$ cat src/rtl/arbiter_game_fsm_multi_if.sv
// Signal bundle between the player buttons/timers and arbiter_game_fsm_multi.
// Handshake: a player holds req high; gnt_out stays up while that req is held,
// and release is the acknowledge that moves the round to WINNER.
// cd_done and w_done are strobes that are only looked at in COUNTDOWN and WINNER.
interface arbiter_game_fsm_multi_if #(
    parameter int N_PLAYERS = 4,
    parameter int N_ROUNDS  = 3
);
    localparam int IDX_W = $clog2(N_PLAYERS);
    localparam int SC_W  = $clog2(N_ROUNDS + 1);

    logic [N_PLAYERS-1:0]      req;
    logic                      cd_done;
    logic                      w_done;
    logic [N_PLAYERS-1:0]      gnt_out;
    logic                      cd_rst_out;
    logic                      w_rst_out;
    logic                      leds_rst_out;
    logic                      leds_sel_out;
    logic [IDX_W-1:0]          winner_idx_out;
    logic [SC_W-1:0]           round_out;
    logic [N_PLAYERS*SC_W-1:0] score_out;
    logic [N_PLAYERS-1:0]      dq_out;
    logic                      game_over_out;
    // Debug view of the FSM: 0 RESET, 1 COUNTDOWN, 2 IDLE, 3 GNT, 4 WINNER, 5 GAME_END.
    logic [2:0]                state_dbg_out;

    modport master (
        output req, cd_done, w_done,
        input  gnt_out, cd_rst_out, w_rst_out, leds_rst_out, leds_sel_out,
        input  winner_idx_out, round_out, score_out, dq_out, game_over_out,
        input  state_dbg_out
    );

    modport slave (
        input  req, cd_done, w_done,
        output gnt_out, cd_rst_out, w_rst_out, leds_rst_out, leds_sel_out,
        output winner_idx_out, round_out, score_out, dq_out, game_over_out,
        output state_dbg_out
    );
endinterface

$ cat src/rtl/arbiter_game_fsm_multi.sv
// Multi-player, multi-round reaction-game controller with per-player scores.
// Optional false-start disqualification is compiled in with ARB_FALSE_START_EN.
module arbiter_game_fsm_multi #(
    parameter int N_PLAYERS = 4,
    parameter int N_ROUNDS  = 3
) (
    input logic                     clk,
    input logic                     rst_in_n,
    arbiter_game_fsm_multi_if.slave bus
);
    localparam int IDX_W = $clog2(N_PLAYERS);
    localparam int SC_W  = $clog2(N_ROUNDS + 1);

    typedef enum logic [2:0] {
        S_RESET     = 3'd0,
        S_COUNTDOWN = 3'd1,
        S_IDLE      = 3'd2,
        S_GNT       = 3'd3,
        S_WINNER    = 3'd4,
        S_GAME_END  = 3'd5
    } state_t;

    state_t               state_q, state_d;
    logic [IDX_W-1:0]     idx_q, champ_q, sel_idx, champ_d;
    logic [N_PLAYERS-1:0] dq_q, masked;
    logic [SC_W-1:0]      score_q [N_PLAYERS];
    logic [SC_W-1:0]      round_q, round_inc, best;
    logic                 single, all_dq;
    logic                 ev_grant, ev_release, ev_round;
    logic                 cd_rst, w_rst, leds_rst, leds_sel, grant_ph;

`ifdef ARB_FALSE_START_EN
    assign masked = bus.req & ~dq_q;
    assign all_dq = &dq_q;

    always_ff @(posedge clk or negedge rst_in_n) begin
        if (!rst_in_n) begin
            dq_q <= '0;
        end else if (state_q == S_RESET) begin
            dq_q <= '0;
        end else if (state_q == S_COUNTDOWN) begin
            dq_q <= dq_q | bus.req;
        end
    end
`else
    assign masked = bus.req;
    assign all_dq = 1'b0;
    assign dq_q   = '0;
`endif

    // A tie (two or more simultaneous presses) is not a win for anyone.
    assign single    = (masked != '0) && ((masked & (masked - 1'b1)) == '0);
    assign round_inc = round_q + 1'b1;

    always_comb begin
        sel_idx = '0;
        for (int i = 0; i < N_PLAYERS; i++) begin
            if (masked[i]) sel_idx = IDX_W'(i);
        end
    end

    // Strict compare keeps the lowest index on equal scores.
    always_comb begin
        champ_d = '0;
        best    = score_q[0];
        for (int i = 1; i < N_PLAYERS; i++) begin
            if (score_q[i] > best) begin
                best    = score_q[i];
                champ_d = IDX_W'(i);
            end
        end
    end

    always_ff @(posedge clk or negedge rst_in_n) begin
        if (!rst_in_n) state_q <= S_RESET;
        else           state_q <= state_d;
    end

    always_comb begin
        state_d    = state_q;
        ev_grant   = 1'b0;
        ev_release = 1'b0;
        ev_round   = 1'b0;
        cd_rst     = 1'b1;
        w_rst      = 1'b1;
        leds_rst   = 1'b1;
        leds_sel   = 1'b0;
        grant_ph   = 1'b0;
        case (state_q)
            S_RESET: state_d = S_COUNTDOWN;
            S_COUNTDOWN: begin
                cd_rst   = 1'b0;
                leds_rst = 1'b0;
                if (bus.cd_done) state_d = S_IDLE;
            end
            S_IDLE: begin
                if (all_dq) begin
                    state_d = S_RESET;
                end else if (single) begin
                    state_d  = S_GNT;
                    ev_grant = 1'b1;
                end
            end
            S_GNT: begin
                w_rst    = 1'b0;
                leds_rst = 1'b0;
                leds_sel = 1'b1;
                grant_ph = 1'b1;
                if (!bus.req[idx_q]) begin
                    state_d    = S_WINNER;
                    ev_release = 1'b1;
                end
            end
            S_WINNER: begin
                w_rst    = 1'b0;
                leds_rst = 1'b0;
                leds_sel = 1'b1;
                grant_ph = 1'b1;
                if (bus.w_done) begin
                    ev_round = 1'b1;
                    state_d  = (round_inc == SC_W'(N_ROUNDS)) ? S_GAME_END : S_RESET;
                end
            end
            S_GAME_END: state_d = S_GAME_END;
            default:    state_d = S_RESET;
        endcase
    end

    always_ff @(posedge clk or negedge rst_in_n) begin
        if (!rst_in_n) begin
            idx_q   <= '0;
            champ_q <= '0;
            round_q <= '0;
            for (int i = 0; i < N_PLAYERS; i++) score_q[i] <= '0;
        end else begin
            if (state_q == S_RESET) idx_q <= '0;
            if (ev_grant)           idx_q <= sel_idx;
            if (ev_release)         score_q[idx_q] <= score_q[idx_q] + 1'b1;
            if (ev_round)           round_q <= round_inc;
            if (ev_round && state_d == S_GAME_END) champ_q <= champ_d;
        end
    end

    always_comb begin
        bus.winner_idx_out = '0;
        if (grant_ph)                      bus.winner_idx_out = idx_q;
        else if (state_q == S_GAME_END)    bus.winner_idx_out = champ_q;
    end

    always_comb begin
        bus.score_out = '0;
        for (int i = 0; i < N_PLAYERS; i++) bus.score_out[i*SC_W +: SC_W] = score_q[i];
    end

    assign bus.gnt_out       = grant_ph ? (N_PLAYERS'(1) << idx_q) : '0;
    assign bus.cd_rst_out    = cd_rst;
    assign bus.w_rst_out     = w_rst;
    assign bus.leds_rst_out  = leds_rst;
    assign bus.leds_sel_out  = leds_sel;
    assign bus.round_out     = round_q;
    assign bus.dq_out        = dq_q;
    assign bus.game_over_out = (state_q == S_GAME_END);
    assign bus.state_dbg_out = state_q;
endmodule
$ cat src/flat_wrapper.sv
// flat-port wrapper written by rule: the top's interface ports become plain ports
module arbiter_game_fsm_multi_flat 
#(
    parameter int N_PLAYERS = 4,
    parameter int N_ROUNDS  = 3
)
  (clk, rst_in_n, bus_req, bus_cd_done, bus_w_done, bus_gnt_out, bus_cd_rst_out, bus_w_rst_out, bus_leds_rst_out, bus_leds_sel_out, bus_winner_idx_out, bus_round_out, bus_score_out, bus_dq_out, bus_game_over_out, bus_state_dbg_out);
  arbiter_game_fsm_multi_if #(.N_PLAYERS(N_PLAYERS), .N_ROUNDS(N_ROUNDS)) bus_i ();
  input logic clk;
  input logic rst_in_n;
  input wire logic [$bits(bus_i.req)-1:0] bus_req;
  input wire logic [$bits(bus_i.cd_done)-1:0] bus_cd_done;
  input wire logic [$bits(bus_i.w_done)-1:0] bus_w_done;
  output wire logic [$bits(bus_i.gnt_out)-1:0] bus_gnt_out;
  output wire logic [$bits(bus_i.cd_rst_out)-1:0] bus_cd_rst_out;
  output wire logic [$bits(bus_i.w_rst_out)-1:0] bus_w_rst_out;
  output wire logic [$bits(bus_i.leds_rst_out)-1:0] bus_leds_rst_out;
  output wire logic [$bits(bus_i.leds_sel_out)-1:0] bus_leds_sel_out;
  output wire logic [$bits(bus_i.winner_idx_out)-1:0] bus_winner_idx_out;
  output wire logic [$bits(bus_i.round_out)-1:0] bus_round_out;
  output wire logic [$bits(bus_i.score_out)-1:0] bus_score_out;
  output wire logic [$bits(bus_i.dq_out)-1:0] bus_dq_out;
  output wire logic [$bits(bus_i.game_over_out)-1:0] bus_game_over_out;
  output wire logic [$bits(bus_i.state_dbg_out)-1:0] bus_state_dbg_out;
  assign bus_i.req = bus_req;
  assign bus_i.cd_done = bus_cd_done;
  assign bus_i.w_done = bus_w_done;
  assign bus_gnt_out = bus_i.gnt_out;
  assign bus_cd_rst_out = bus_i.cd_rst_out;
  assign bus_w_rst_out = bus_i.w_rst_out;
  assign bus_leds_rst_out = bus_i.leds_rst_out;
  assign bus_leds_sel_out = bus_i.leds_sel_out;
  assign bus_winner_idx_out = bus_i.winner_idx_out;
  assign bus_round_out = bus_i.round_out;
  assign bus_score_out = bus_i.score_out;
  assign bus_dq_out = bus_i.dq_out;
  assign bus_game_over_out = bus_i.game_over_out;
  assign bus_state_dbg_out = bus_i.state_dbg_out;
  arbiter_game_fsm_multi #(.N_PLAYERS(N_PLAYERS), .N_ROUNDS(N_ROUNDS)) u_core (.clk(clk), .rst_in_n(rst_in_n), .bus(bus_i));
endmodule
$ cat config.mk
export PLATFORM = sky130hd
export DESIGN_NAME = arbiter_game_fsm_multi_flat
export DESIGN_NICKNAME = d
export VERILOG_FILES = /design/src/rtl/arbiter_game_fsm_multi_if.sv /design/src/rtl/arbiter_game_fsm_multi.sv /design/src/flat_wrapper.sv
export SDC_FILE = /design/constraint.sdc
export NUM_CORES = 1
export LEC_CHECK = 0
export CORE_MARGIN = 1.5
export CORE_UTILIZATION = 40
export CTS_CLUSTER_DIAMETER = 50
export CTS_CLUSTER_SIZE = 28
export DETAILED_ROUTE_END_ITERATION = 10
export PLACE_DENSITY = 0.69
export SETUP_SLACK_MARGIN = 0.4
export SYNTH_ARGS = -nofsm -noshare
export SYNTH_HDL_FRONTEND = slang
export SYNTH_SLANG_ARGS = --single-unit
$ cat constraint.sdc
create_clock -name clk -period 8.92 [get_ports clk]
set_input_delay 0.892 -clock clk [delete_from_list [all_inputs] [get_ports clk]]
set_output_delay 0.892 -clock clk [all_outputs]
set_load 0.01 [all_outputs]
==> results by group, run 1 <==
Logic synthesis
  – #FFs+latches synth: 17
  – Post-synthesis mux area share: 13.9%
  – Synth Cell Area: 1240 um^2
  – Synth Area in Adders: 9.09%
  – Largest family of logic cells by synthesized area: simple AND/OR/NAND/NOR gates
  – YS warnings: 0
  – Post-synthesis simple-gate area fraction: 20.4%
  – Post-synthesis compound-gate area fraction: 9.70%
  – Post-synthesis cell count: 126
  – Sequential area share after synthesis: 34.3%
  – XOR/XNOR share of the synthesized area: 4.95%
  – Mapped Avg Cell Area: 9.83 um^2
  – Library cells used by synthesis: 38

Timing
  – Slew of the pin with the lowest slew margin: 0.793 ns
  – Unrepaired setup endpoints after global routing: false
  – Final hold slack: 0.503 ns
  – Post-layout minimum cycle time: 3.26 ns
  – # setup viols final: 0
  – Fmax achieved: 307 MHz
  – Max Clock Skew: 0.00365 ns
  – Hold Fails Final Rpt: 0
  – Setup TNS: 0 ns
  – Slew Viols, Final: 0
  – Final WS setup: 5.66 ns
  – Slew headroom: 47.0%
  – Period utilisation layout: 36.5%

Setup path
  – Setup CP Type: register to register
  – Crit-path cells: inv_1 > ha_1 > o22ai_1 > mux2_2 > ha_1 > inv_1 > o22ai_1 > mux2_2 > ha_1 > nand2_1 > o21ai_0 > o21ai_0 > mux2_2
  – Critical path capture point type: register
  – Critical Path RT: 9.10 ns
  – Reg2reg setup slack: 5.66 ns
  – Delay-heaviest family, CP: multiplexers
  – CP Max Fanout: 5
  – Worst EP arrival: 3.44 ns
  – Max stage delay on crit path: 0.43 ns
  – CP Launch Type: register
  – CP max-delay cell: dfrtp_1
  – Buf/Inv on CP: 2

Routing
  – Detail Route Antenna Nets: 0
  – Pre-antenna DRT Iters: 4
  – DR DRC count: 0
  – Drt first-iter violations: 34
  – DR vias: 979
  – Routed wire length: 2740 um
  – Vias per Instance: 5.21
  – Drt wl/cell: 14.6 um

Clocking
  – Root Buffer: clkbuf_4
  – Clk_lat worst skew: 0.29 ns
  – CTS HTree Levels: 1
  – Clk sinks: 17
  – CTS tree: built
  – Post-CTS Setup Bufs: 0
  – Clk buf depth: 2
  – Clk pin slew, worst setup/hold paths: 0.10 ns
  – CTS Buf Count: 3
  – Cts repair resizes: 0
  – Hold bufs inserted after CTS: 0

GRT
  – First-pass GRT wire length: 4660 um
  – Grt ovf: 0
  – GRT Total Usage: 18.0%
  – Pin count of the biggest net entering global routing: 18
  – Initial antenna violation count: 0
  – Vias in the first global route: 1044

Placed design
  – PortBufs: 31
  – Setup WS pre-CTS: 5.72 ns
  – Area of placed instances: 1550 um^2
  – DPL Wire Length: 2060 um
  – DP Cell Count: 184
  – GP Congestion: 0.765

Die
  – Core Rows: 20
  – IO Pins: 36
  – Core Region: 3000 um^2
  – Die Footprint: 3440 um^2
  – Initial Util: 41.3%
  – Die width: 58.7 um
  – Die height: 58.7 um

Worst hold path
  – Min-delay worst type: register to register

Finish
  – Final core utilization: 52.6%
  – Commonest non-fill, non-tap cell in the layout: clkdlybuf4s50_1
  – Nets: 173
  – Area growth syn-to-layout: 27.6%
  – N_diodes: 0
  – Most frequent cells in the layout: 31 x clkdlybuf4s50_1, 17 x dfrtp_1, 11 x inv_1, 11 x nand2_1, 9 x ha_1
  – Layout cells sized above 1: 14.8%
  – Final std cells w/o fill: 188
  – Final instance area: 1580 um^2

Power and ir drop
  – Pwr Density: 371 nW/um^2
  – Pwr Total: 586 uW
  – Max rail drop VDD: 221 uV
  – Lkg Pwr: 0.724 nW

Run status
  – Status: completed

Job
  – Max Cap Viol: 0
## worst paths after layout
check	start	cells after the start	to
max reg2reg	u_core.bus.score_out[3]$_DFFE_PN0P_	13	u_core.champ_q[0]$_DFFE_PN0P_
min in group asynchronous	rst_in_n	1	u_core.bus.score_out[5]$_DFFE_PN0P_
max	u_core.bus.score_out[3]$_DFFE_PN0P_	13	u_core.champ_q[0]$_DFFE_PN0P_
min	u_core.champ_q[1]$_DFFE_PN0P_	1	u_core.champ_q[1]$_DFFE_PN0P_
min reg2reg	u_core.champ_q[1]$_DFFE_PN0P_	1	u_core.champ_q[1]$_DFFE_PN0P_
max in group asynchronous	rst_in_n	1	u_core.bus.score_out[2]$_DFFE_PN0P_
## per-layer routing
layer | GRT usage, % | part of all wire (%) | vias up
li1 | - | - | 482
met1 | 23.0 | 47 | 462
met2 | 28.9 | 46 | 31
met3 | 4.18 | 5.3 | 4
met4 | 8.44 | 1.1 | 0
met5 | 0 | 0 | -
## where the power goes
part | leakage (nW) | switching, mW | internal (mW) | total [mW]
registers | 0.214 | 0.0617 | 0.111 | 0.172
logic | 0.493 | 0.165 | 0.207 | 0.373
clock network | 0.0177 | 0.0247 | 0.0167 | 0.0413
total | 0.724 | 0.252 | 0.335 | 0.586
## cell families (layout without fill, tap and decap cells)
logic type / count (synthesis) / after routing
buf+inv: 20 / 46
mux: 12 / 12
simple gates: 42 / 42
compound gates: 18 / 18
flops: 17 / 17
xor+xnor: 7 / 7
fa+ha+maj: 9 / 9
other cells: 1 / 4
## flip-flops by register name, indices dropped and copies added, names as in the netlist
register / count
u_core.bus.score_out: 8
u_core.bus.state_dbg_out: 3
u_core.bus.round_out: 2
u_core.champ_q: 2
u_core.idx_q: 2
## Yosys cell counts
cell type / number / area (um^2)
conb_1: 1 / 3.75
a22o_1: 3 / 26.3
o311ai_0: 1 / 8.76
nand4_1: 1 / 6.26
inv_1: 11 / 41.3
and3_1: 1 / 6.26
nor3b_1: 1 / 7.51
o311ai_1: 1 / 8.76
dfrtp_1: 17 / 425
o22ai_1: 2 / 12.5
and2b_1: 1 / 7.51
a21boi_0: 1 / 7.51
o21ai_0: 4 / 20.0
nor3_1: 2 / 10.0
xor2_1: 2 / 17.5
nor3b_2: 2 / 25.0
or4b_2: 2 / 20.0
ha_1: 9 / 113
nand3b_4: 1 / 20.0
or2_1: 1 / 6.26
a21oi_1: 4 / 20.0
mux4_2: 3 / 67.6
mux2_4: 1 / 15.0
clkbuf_1: 5 / 18.8
and2_1: 1 / 6.26
nor2_1: 8 / 30.0
o22a_1: 1 / 8.76
a21o_1: 1 / 7.51
nand3b_1: 1 / 7.51
mux2_2: 8 / 90.1
xnor2_1: 5 / 43.8
or2_2: 1 / 6.26
nand2_1: 11 / 41.3
nor3_2: 1 / 10.0
buf_4: 4 / 30.0
nand2b_1: 4 / 25.0
nor2b_1: 2 / 12.5
nand3_1: 1 / 5.00
## final cells by class
type	count	area, um^2
Fill cell	279	1420
Multi-Input combinational cell	92	734
Sequential cell	17	425
Timing Repair Buffer	31	310
Inverter	11	41.3
Tap cell	33	41.3
Clock buffer	3	22.5
Clock inverter	1	5.00
No activity file was read; power rests on OpenSTA's default activity.
==> run 2: changes to the inputs <==
PLACE_DENSITY = 0.72   (was 0.69)
clock period = 2.62 ns   (was 8.92 ns; I/O delays follow)
==> results by group, run 2 (synthesis gave the netlist of run 1 again) <==
Routing
  – Vias per Instance: 5.28
  – DR DRC count: 0
  – DR vias: 1114
  – Drt wl/cell: 14.6 um
  – Pre-antenna DRT Iters: 4
  – Routed wire length: 3080 um
  – Drt first-iter violations: 22
  – Detail Route Antenna Nets: 0

Finish
  – Area of the multi-input gates: 837 um^2
  – Layout cells sized above 1: 36.5%
  – Commonest non-fill, non-tap cell in the layout: clkdlybuf4s50_1
  – Register area: 428 um^2
  – Fillers: 259
  – N_diodes: 0
  – Final core utilization: 61.8%
  – Max reg flops: 8
  – Nets: 196
  – Area growth syn-to-layout: 49.9%
  – Most frequent cells in the layout: 29 x clkdlybuf4s50_1, 23 x buf_4, 15 x dfrtp_1

Run status
  – Status: finished, violations left
  – Failing checks: negative setup slack

Setup path
  – Worst EP arrival: 3.06 ns
  – CP Launch Type: register
  – Crit-path cells: ha_4 > inv_2 > o22ai_2 > mux2_4 > ha_4 > inv_4 > o22ai_4 > mux2_4 > ha_4 > nand2_2 > o21ai_2 > o21ai_1 > mux2_4
  – Critical path capture point type: register
  – Setup CP Type: register to register
  – CP Max Fanout: 2
  – Critical Path RT: 2.80 ns
  – Max stage delay on crit path: 0.42 ns
  – CP max-delay cell: dfrtp_1

GRT
  – Pin count of the biggest net entering global routing: 18
  – Vias in the first global route: 1131
  – GRT Total Usage: 19.0%
  – Initial antenna violation count: 0
  – First-pass GRT wire length: 5030 um
  – Grt ovf: 0

Die
  – Core Region: 3000 um^2
  – Die height: 58.7 um
  – Core Rows: 20
  – Die width: 58.7 um
  – Die Footprint: 3440 um^2
  – IO Pins: 36
  – Initial Util: 41.3%

Timing
  – Slew of the pin with the lowest slew margin: 0.782 ns
  – Max Clock Skew: 0.000800 ns
  – Period utilisation layout: 110%
  – Hold Fails Final Rpt: 0
  – Post-layout minimum cycle time: 2.89 ns
  – Unrepaired setup endpoints after global routing: true
  – Final WS setup: -0.269 ns
  – Final hold slack: 0.425 ns
  – Slew headroom: 47.7%
  – Fmax achieved: 346 MHz
  – # setup viols final: 2
  – Slew Viols, Final: 0

Power and ir drop
  – Lkg Pwr: 0.856 nW
  – Max rail drop VDD: 703 uV
  – Pwr Density: 1510 nW/um^2

Placed design
  – GP Congestion: 0.813
  – DPL Wire Length: 2260 um
  – PortBufs: 31
  – Setup WS pre-CTS: -0.305 ns

Worst hold path
  – Min-delay worst type: primary input to async pin

Clocking
  – CTS tree: built
  – Clk pin slew, worst setup/hold paths: 0.10 ns
  – CTS Buf Count: 3
  – Hold bufs inserted after CTS: 0
  – Clk buf depth: 2
  – Clk sinks: 17
  – Root Buffer: clkbuf_4
  – CTS HTree Levels: 1
  – Clk_lat worst skew: 0.28 ns

Job
  – Max Cap Viol: 0
## run 2: cell types whose count changed in the layout (fill, tap and decap cells not counted), sizes merged
cell / previous run / this run
dlygate4sd2: 0 / 2
buf: 0 / 23
clkbuf: 3 / 4
clkdlybuf4s50: 31 / 29
clkinv: 1 / 0
## run 2: metal layers
metal | routed length [um] | vias to the layer above | track usage, %
met5 | 0 | - | 0
met4 | 12 | 0 | 5.52
met3 | 141 | 2 | 3.08
met2 | 1610 | 30 | 35.2
met1 | 1310 | 551 | 22.7
li1 | - | 531 | -
## run 2: final timing paths
kind / from / endpoint / slack [ns] / depth (start not counted)
max reg2reg: u_core.bus.score_out[0]$_DFFE_PN0P_ / u_core.champ_q[0]$_DFFE_PN0P_ / -0.27 / 13
min in group clk: u_core.champ_q[1]$_DFFE_PN0P_ / u_core.champ_q[1]$_DFFE_PN0P_ / 0.50 / 1
max: u_core.bus.score_out[0]$_DFFE_PN0P_ / u_core.champ_q[0]$_DFFE_PN0P_ / -0.27 / 13
min reg2reg: u_core.champ_q[1]$_DFFE_PN0P_ / u_core.champ_q[1]$_DFFE_PN0P_ / 0.50 / 1
max in group asynchronous: rst_in_n / u_core.bus.state_dbg_out[2]$_DFF_PN0_ / 1.66 / 1
min: rst_in_n / u_core.bus.state_dbg_out[1]$_DFF_PN0_ / 0.43 / 1
## run 2: per-stage QoR
stage	instance area (um^2)	TNS (ns)	cells	power, mW
final	1860	-0.522	211	2.81
after global routing	1860	-0.750	211	3.02
after CTS	1800	-0.404	207	2.63
after detailed placement	1670	-0.520	193	2.17
after global placement	1670	-0.339	193	2.09
after floorplan	1290	-0.405	129	1.50
## run 2: where the power goes
part,switching [mW],internal [mW]
registers,0.129,0.381
clock network,0.0793,0.0591
logic,0.890,1.27
## run 2: repair_timing
item | CTS | global route
pin swaps | 3 | 7
buffers inserted | 10 | 4
resized for setup | 11 | 8
endpoints found under the setup margin | 9 | 6
## run 2: cell type report
type                    instances  area share, %
inverters                      11           2.36
flip-flops and latches         17           23.0
repair buffers                 54           25.9
clock buffers                   4           1.42
multi-input cells              92           45.1
well taps                      33           2.22
## run 2: worst max-delay path, delay by kind of cell, from the launching register on
family                   cells  cell delay [ns]
buffers and inverters        2             0.06
flip-flops                   1             0.42
AO/OA/AOI/OAI                4             0.51
adder cells (fa/ha/maj)      3             0.81
multiplexers                 3             0.94
AND/OR/NAND/NOR              1             0.04
